[src/rtl/fetch_stage_pkg.sv]
// Shared definitions for the MIPS instruction-fetch stage: next-PC select
// encodings, reset PC, instruction-memory depth and the nop word.
package fetch_stage_pkg;

  localparam logic [1:0] NPC_SEQ = 2'b00;
  localparam logic [1:0] NPC_BR  = 2'b01;
  localparam logic [1:0] NPC_J   = 2'b10;
  localparam logic [1:0] NPC_JR  = 2'b11;

  localparam logic [31:0] PC_RESET_DEFAULT = 32'h0000_3000;
  localparam int unsigned IM_WORDS         = 1024;
  localparam logic [31:0] NOP_WORD         = 32'h0000_0000;

endpackage

[src/rtl/fetch_stage_npc_calc.sv]
// Combinational next-PC selection: sequential, branch, j/jal and jr targets.
// Branch and jump targets come from the IF/ID copy of the control instruction.
module fetch_stage_npc_calc
  import fetch_stage_pkg::*;
(
  input  logic [31:0] pc_f,
  input  logic [31:0] pc_d,
  input  logic [25:0] jidx_d,
  input  logic [1:0]  npc_sel,
  input  logic        br_taken,
  input  logic [31:0] rs_val_d,
  output logic [31:0] npc
);

  logic [31:0] seq_pc;
  logic [31:0] br_off;
  logic [31:0] br_pc;
  logic [31:0] j_pc;

  assign seq_pc = pc_f + 32'd4;
  // Immediate is the low half of the instruction; jidx_d carries bits [25:0].
  assign br_off = {{14{jidx_d[15]}}, jidx_d[15:0], 2'b00};
  assign br_pc  = pc_d + 32'd4 + br_off;
  assign j_pc   = {pc_d[31:28], jidx_d, 2'b00};

  always_comb begin
    npc = seq_pc;
    unique case (npc_sel)
      NPC_SEQ: npc = seq_pc;
      NPC_BR:  npc = br_taken ? br_pc : seq_pc;
      NPC_J:   npc = j_pc;
      NPC_JR:  npc = rs_val_d;
      default: npc = seq_pc;
    endcase
  end

endmodule

[src/rtl/fetch_stage.sv]
// Instruction-fetch stage: PC register, IF/ID pipeline register and next-PC mux.
// Define FETCH_CHECK_EN to register a fetch-address fault flag (exc_d) with each instruction.
module fetch_stage
  import fetch_stage_pkg::*;
#(
  parameter logic [31:0] PC_RESET = PC_RESET_DEFAULT
) (
  input  logic        clk,
  input  logic        reset,
  input  logic        stall,
  input  logic [1:0]  npc_sel,
  input  logic        br_taken,
  input  logic [31:0] rs_val_d,
  input  logic [31:0] instr_f,
  output logic [31:0] pc_f,
  output logic [31:0] instr_d,
  output logic [31:0] pc_d,
  output logic [31:0] pc8_d,
  output logic        valid_d,
  output logic        exc_d
);

  logic [31:0] pc_q;
  logic [31:0] instr_q;
  logic [31:0] pc_d_q;
  logic [31:0] pc8_q;
  logic        valid_q;
  logic [31:0] npc;
  logic [31:0] instr_in;

  fetch_stage_npc_calc u_npc_calc (
    .pc_f     (pc_q),
    .pc_d     (pc_d_q),
    .jidx_d   (instr_q[25:0]),
    .npc_sel  (npc_sel),
    .br_taken (br_taken),
    .rs_val_d (rs_val_d),
    .npc      (npc)
  );

`ifdef FETCH_CHECK_EN
  logic        fault;
  logic        exc_q;
  logic [31:0] pc_off;

  assign pc_off = pc_q - PC_RESET;
  assign fault  = (pc_q[1:0] != 2'b00) || (pc_q < PC_RESET) || ((pc_off >> 2) >= IM_WORDS);
  // A faulting fetch enters ID as a nop so it has no architectural effect.
  assign instr_in = fault ? NOP_WORD : instr_f;

  always_ff @(posedge clk or negedge reset) begin
    if (!reset) begin
      exc_q <= 1'b0;
    end else if (!stall) begin
      exc_q <= fault;
    end
  end

  assign exc_d = exc_q;
`else
  assign instr_in = instr_f;
  assign exc_d    = 1'b0;
`endif

  // Stall freezes PC and IF/ID together; a pending redirect is re-evaluated afterwards.
  always_ff @(posedge clk or negedge reset) begin
    if (!reset) begin
      pc_q    <= PC_RESET;
      instr_q <= NOP_WORD;
      pc_d_q  <= 32'd0;
      pc8_q   <= 32'd0;
      valid_q <= 1'b0;
    end else if (!stall) begin
      pc_q    <= npc;
      instr_q <= instr_in;
      pc_d_q  <= pc_q;
      pc8_q   <= pc_q + 32'd8;
      valid_q <= 1'b1;
    end
  end

  assign pc_f    = pc_q;
  assign instr_d = instr_q;
  assign pc_d    = pc_d_q;
  assign pc8_d   = pc8_q;
  assign valid_d = valid_q;

endmodule

[config.mk]
export PLATFORM = sky130hd
export DESIGN_NAME = fetch_stage
export DESIGN_NICKNAME = d
export VERILOG_FILES = /design/src/rtl/fetch_stage_pkg.sv /design/src/rtl/fetch_stage_npc_calc.sv /design/src/rtl/fetch_stage.sv
export SDC_FILE = /design/constraint.sdc
export NUM_CORES = 1
export LEC_CHECK = 0
export ABC_AREA = 0
export CAP_MARGIN = 0
export CELL_PAD_IN_SITES_DETAIL_PLACEMENT = 1
export CELL_PAD_IN_SITES_GLOBAL_PLACEMENT = 2
export CORE_MARGIN = 2
export CORE_UTILIZATION = 31
export DETAILED_ROUTE_END_ITERATION = 16
export PLACE_DENSITY = 0.91
export SETUP_SLACK_MARGIN = 0.3
export SLEW_MARGIN = 20
export SYNTH_ARGS = -nofsm -noshare
export SYNTH_HDL_FRONTEND = slang
export SYNTH_SLANG_ARGS = --single-unit
[constraint.sdc]
create_clock -name clk -period 3.7 [get_ports clk]
set_clock_uncertainty 0.2 [all_clocks]
set_input_delay 0.555 -clock clk [delete_from_list [all_inputs] [get_ports clk]]
set_output_delay 0.555 -clock clk [all_outputs]
set_load 0.1 [all_outputs]
==> impl_metrics.py <==
metrics = {
    "synth": {
        "yosysWarningCount": 0,
        "synth_edf_count": 0,
        "syn_inst": 978,
        "synth_nets": 1108,
        "synth_seq_cells": 126,
        "synth_area_mm2": 0.00889,
        "async_reset_ff_share_pct": 100,
        "synthFlopType": "dfrtp_1",
        "syn_avg_cell_area_um2": 9.09,
        "ys_seq_area_share_pct": 35.5,
        "ys_types": 69,
    },
    "worst_setup_path": {
        "worstPathMaxFanout": 6,
        "endpoint_kind": "register",
        "critPathRequiredTime_ps": 3800,
        "path_class": "register to register",
        "arrival_ps": 3380,
        "start_kind": "register",
    },
    "routing": {
        "ant_nets": 0,
        "drt_wl_total_mm": 34.0,
        "drtPass1Iterations": 5,
        "vias": 8529,
        "vias_per_cell": 5.52,
        "drt-initial-drc-count": 568,
        "wl_per_cell_um": 22.0,
        "drc": 0,
    },
    "power_and_ir_drop": {
        "p_int_mw": 4.44,
        "power_density_mw_per_mm2": 809,
        "power.switching_mw": 5.16,
        "clkPwrFrac_pct": 19.6,
        "p_total_mw": 9.59,
        "vdd_drop_max_mv": 0.301,
        "sw_frac_of_total_pct": 53.7,
        "pwr-share-comb_pct": 58.0,
        "pwr-share-seq_pct": 22.4,
        "cellLeakagePower_nw": 5.05,
    },
    "floorplan": {
        "core_area_mm2": 0.0285,
        "num_rows": 62,
        "start_util_pct": 31.2,
        "dieArea_mm2": 0.0301,
        "die_x_um": 173,
        "io_pins": 200,
        "die_h_um": 173,
    },
    "cells_and_area": {
        "fin_nets": 1278,
        "nFillCells": 3291,
        "area.growth.synth_to_final_pct": 33.2,
        "diodes": 0,
        "drive_gt1_share_pct": 17.1,
    },
    "sta": {
        "maxSlewHeadroom_pct": 30.2,
        "setup-violations-final": 0,
        "final_max_slew_viol_count": 0,
        "tns_ps": 0,
        "hold_viol_final": 0,
        "post-route-min-period_ps": 3270,
        "max_freq_ghz": 0.305,
        "fin_crit_sh_pct": 88.5,
        "tightest_slew_ps": 1040,
        "rsz0062_at_grt": "no",
    },
    "place": {
        "place_hpwl_mm": 25.5,
        "io_buffers": 198,
        "gp_congestion": 0.860,
    },
    "clocking": {
        "cts_tree": "built",
        "clock_path_buffers": 2,
        "htree_levels": 4,
        "cts_buffers": 17,
        "clk_pin_slew_ps": 60,
        "root_buffer": "clkbuf_16",
        "clk_latency_ps": 430,
        "cts_sinks": 126,
    },
    "global_routing": {
        "first_global_vias": 8832,
        "overflow": 0,
        "grt_max_degree": 134,
        "grt_pass1_wl_mm": 53.2,
        "grtUsageTotal_pct": 22.7,
        "antenna_found_initial": 0,
    },
    "flow_run": {
        "drv_cap": 0,
    },
    "hold_path": {
        "hold_path_class": "register to register",
    },
    "run_status": {
        "outcome": "complete, no violations",
    },
}
[routing by layer]
| metal | share of wire (%) | global-route usage [%] |
|---|---|---|
| met5 | 0 | 0 |
| met4 | 2.9 | 6.92 |
| met3 | 6.0 | 4.56 |
| met2 | 46 | 36.4 |
| met1 | 45 | 30.8 |
[per-stage QoR]
| stage | setup WS, ps | hold WS [ps] | utilization, % | std cells | cell area [um2] |
|---|---|---|---|---|---|
| final | 427 | 279 | 41.6 | 1545 | 11900 |
| after CTS | 338 | 292 | 41.5 | 1545 | 11800 |
| after floorplan | 304 | 59.4 | - | 978 | 8900 |
| after global routing | 312 | 318 | 41.6 | 1545 | 11900 |
| after global placement | 457 | 248 | 39.2 | 1512 | 11200 |
| after detailed placement | 280 | 272 | 39.2 | 1512 | 11200 |
[critical path: stages, from the launching register on]
cell and delay [ps]:
dfrtp_2 440, ha_1 320, ha_1 410, and3_1 260, and3_1 200, and4_1 220
or3_1 430, a311oi_2 350, xor2_1 230, a21oi_1 100
[worst paths after layout]
| kind | slack [ps] | end | cells after the start | from |
|---|---|---|---|---|
| hold reg to reg | 280 | valid_d | 1 | valid_d |
| min in group asynchronous | 390 | instr_d[30] | 2 | reset |
| setup reg to reg | 430 | pc_f[26] | 9 | instr_d[9] |
| setup / recovery | 430 | pc_f[26] | 9 | instr_d[9] |
| max in group asynchronous | 1990 | instr_d[8] | 3 | reset |
| hold / removal | 280 | valid_d | 1 | valid_d |
[area by class of cell]
| cell class | instances | area, um2 | area share [%] |
|---|---|---|---|
| clock inverter | 12 | 183 | 1.54 |
| inverter | 22 | 82.6 | 0.697 |
| clock buffer | 20 | 467 | 3.94 |
| tap | 384 | 480 | 4.05 |
| multi-input combinational | 754 | 5360 | 45.2 |
| sequential | 126 | 3160 | 26.7 |
| timing repair buffer | 227 | 2120 | 17.9 |
[power groups by stage]
stage	Sequential, mW	Clock, mW	Combinational (mW)
4_1_cts	2.14	1.92	5.55
3_5_place_dp	2.17	0	5.52
5_1_grt	2.20	1.97	5.88
3_3_place_gp	2.15	0	5.45
2_1_floorplan	4.17	0	1.97
6_report	2.15	1.88	5.57
[sequential cells by signal, summed over array words and instances (netlist names)]
| name | count |
|---|---|
| pc_f | 32 |
| instr_d | 32 |
| valid_d | 1 |
| pc_d | 32 |
| pc8_d | 29 |
[timing repair]
item                                    in CTS  in global routing
gates cloned                                 0                  0
buffers inserted                             0                  0
hold buffers                                 1                  0
endpoints found under the hold margin       37                  0
gates resized for setup                      1                  4
endpoints found under the setup margin       2                  8
[cells in the mapped netlist (6+ instances only)]
cell        n  area (um2)
and4_1      9        78.8
mux2i_1    19         190
o21a_1      7        52.6
a221oi_1    6        52.6
inv_1      22        82.6
buf_4       6        45.0
a21oi_1    59         295
mux2_2     70         788
o21ai_0    91         455
ha_1       59         738
nor3_1     19        95.1
a21o_1     22         165
o21bai_1    7        52.6
nand3_1    21         105
o22ai_1     9        56.3
clkbuf_1   52         195
xor2_1     27         236
o211ai_1    7        52.6
dfrtp_1   124        3100
nand2b_1    8        50.1
a211oi_1    8        60.1
buf_2      12        60.1
nand2_1   103         387
and3_1     19         119
xnor2_1    29         254
o221ai_1    6        52.6
nor2_1     52         195
nand4_1    14        87.6
a31oi_1    13        81.3
[kinds of logic after synthesis]
kind of cell    share of synthesized area, %
compound gates                          19.7
simple gates                            15.2
flops                                   35.5
buf+inv                                 4.61
mux                                     11.0
fa+ha+maj                               8.52
xor+xnor                                5.51
other cells                           0.0422
[placed cells by master, fill, tap and decap left out, types with 19 or more instances in the layout]
master           netlist  routed
clkdlybuf4s50_1        0     152
dfrtp_1              124     117
nand2_1              103     103
o21ai_0               91      91
mux2_2                70      70
buf_4                  6      69
ha_1                  59      59
a21oi_1               59      58
nor2_1                52      52
xnor2_1               29      29
xor2_1                27      27
inv_1                 22      22
a21o_1                22      22
nand3_1               21      21
and3_1                19      19
nor3_1                19      19
mux2i_1               19      19
(Power assumes the default switching activity.)
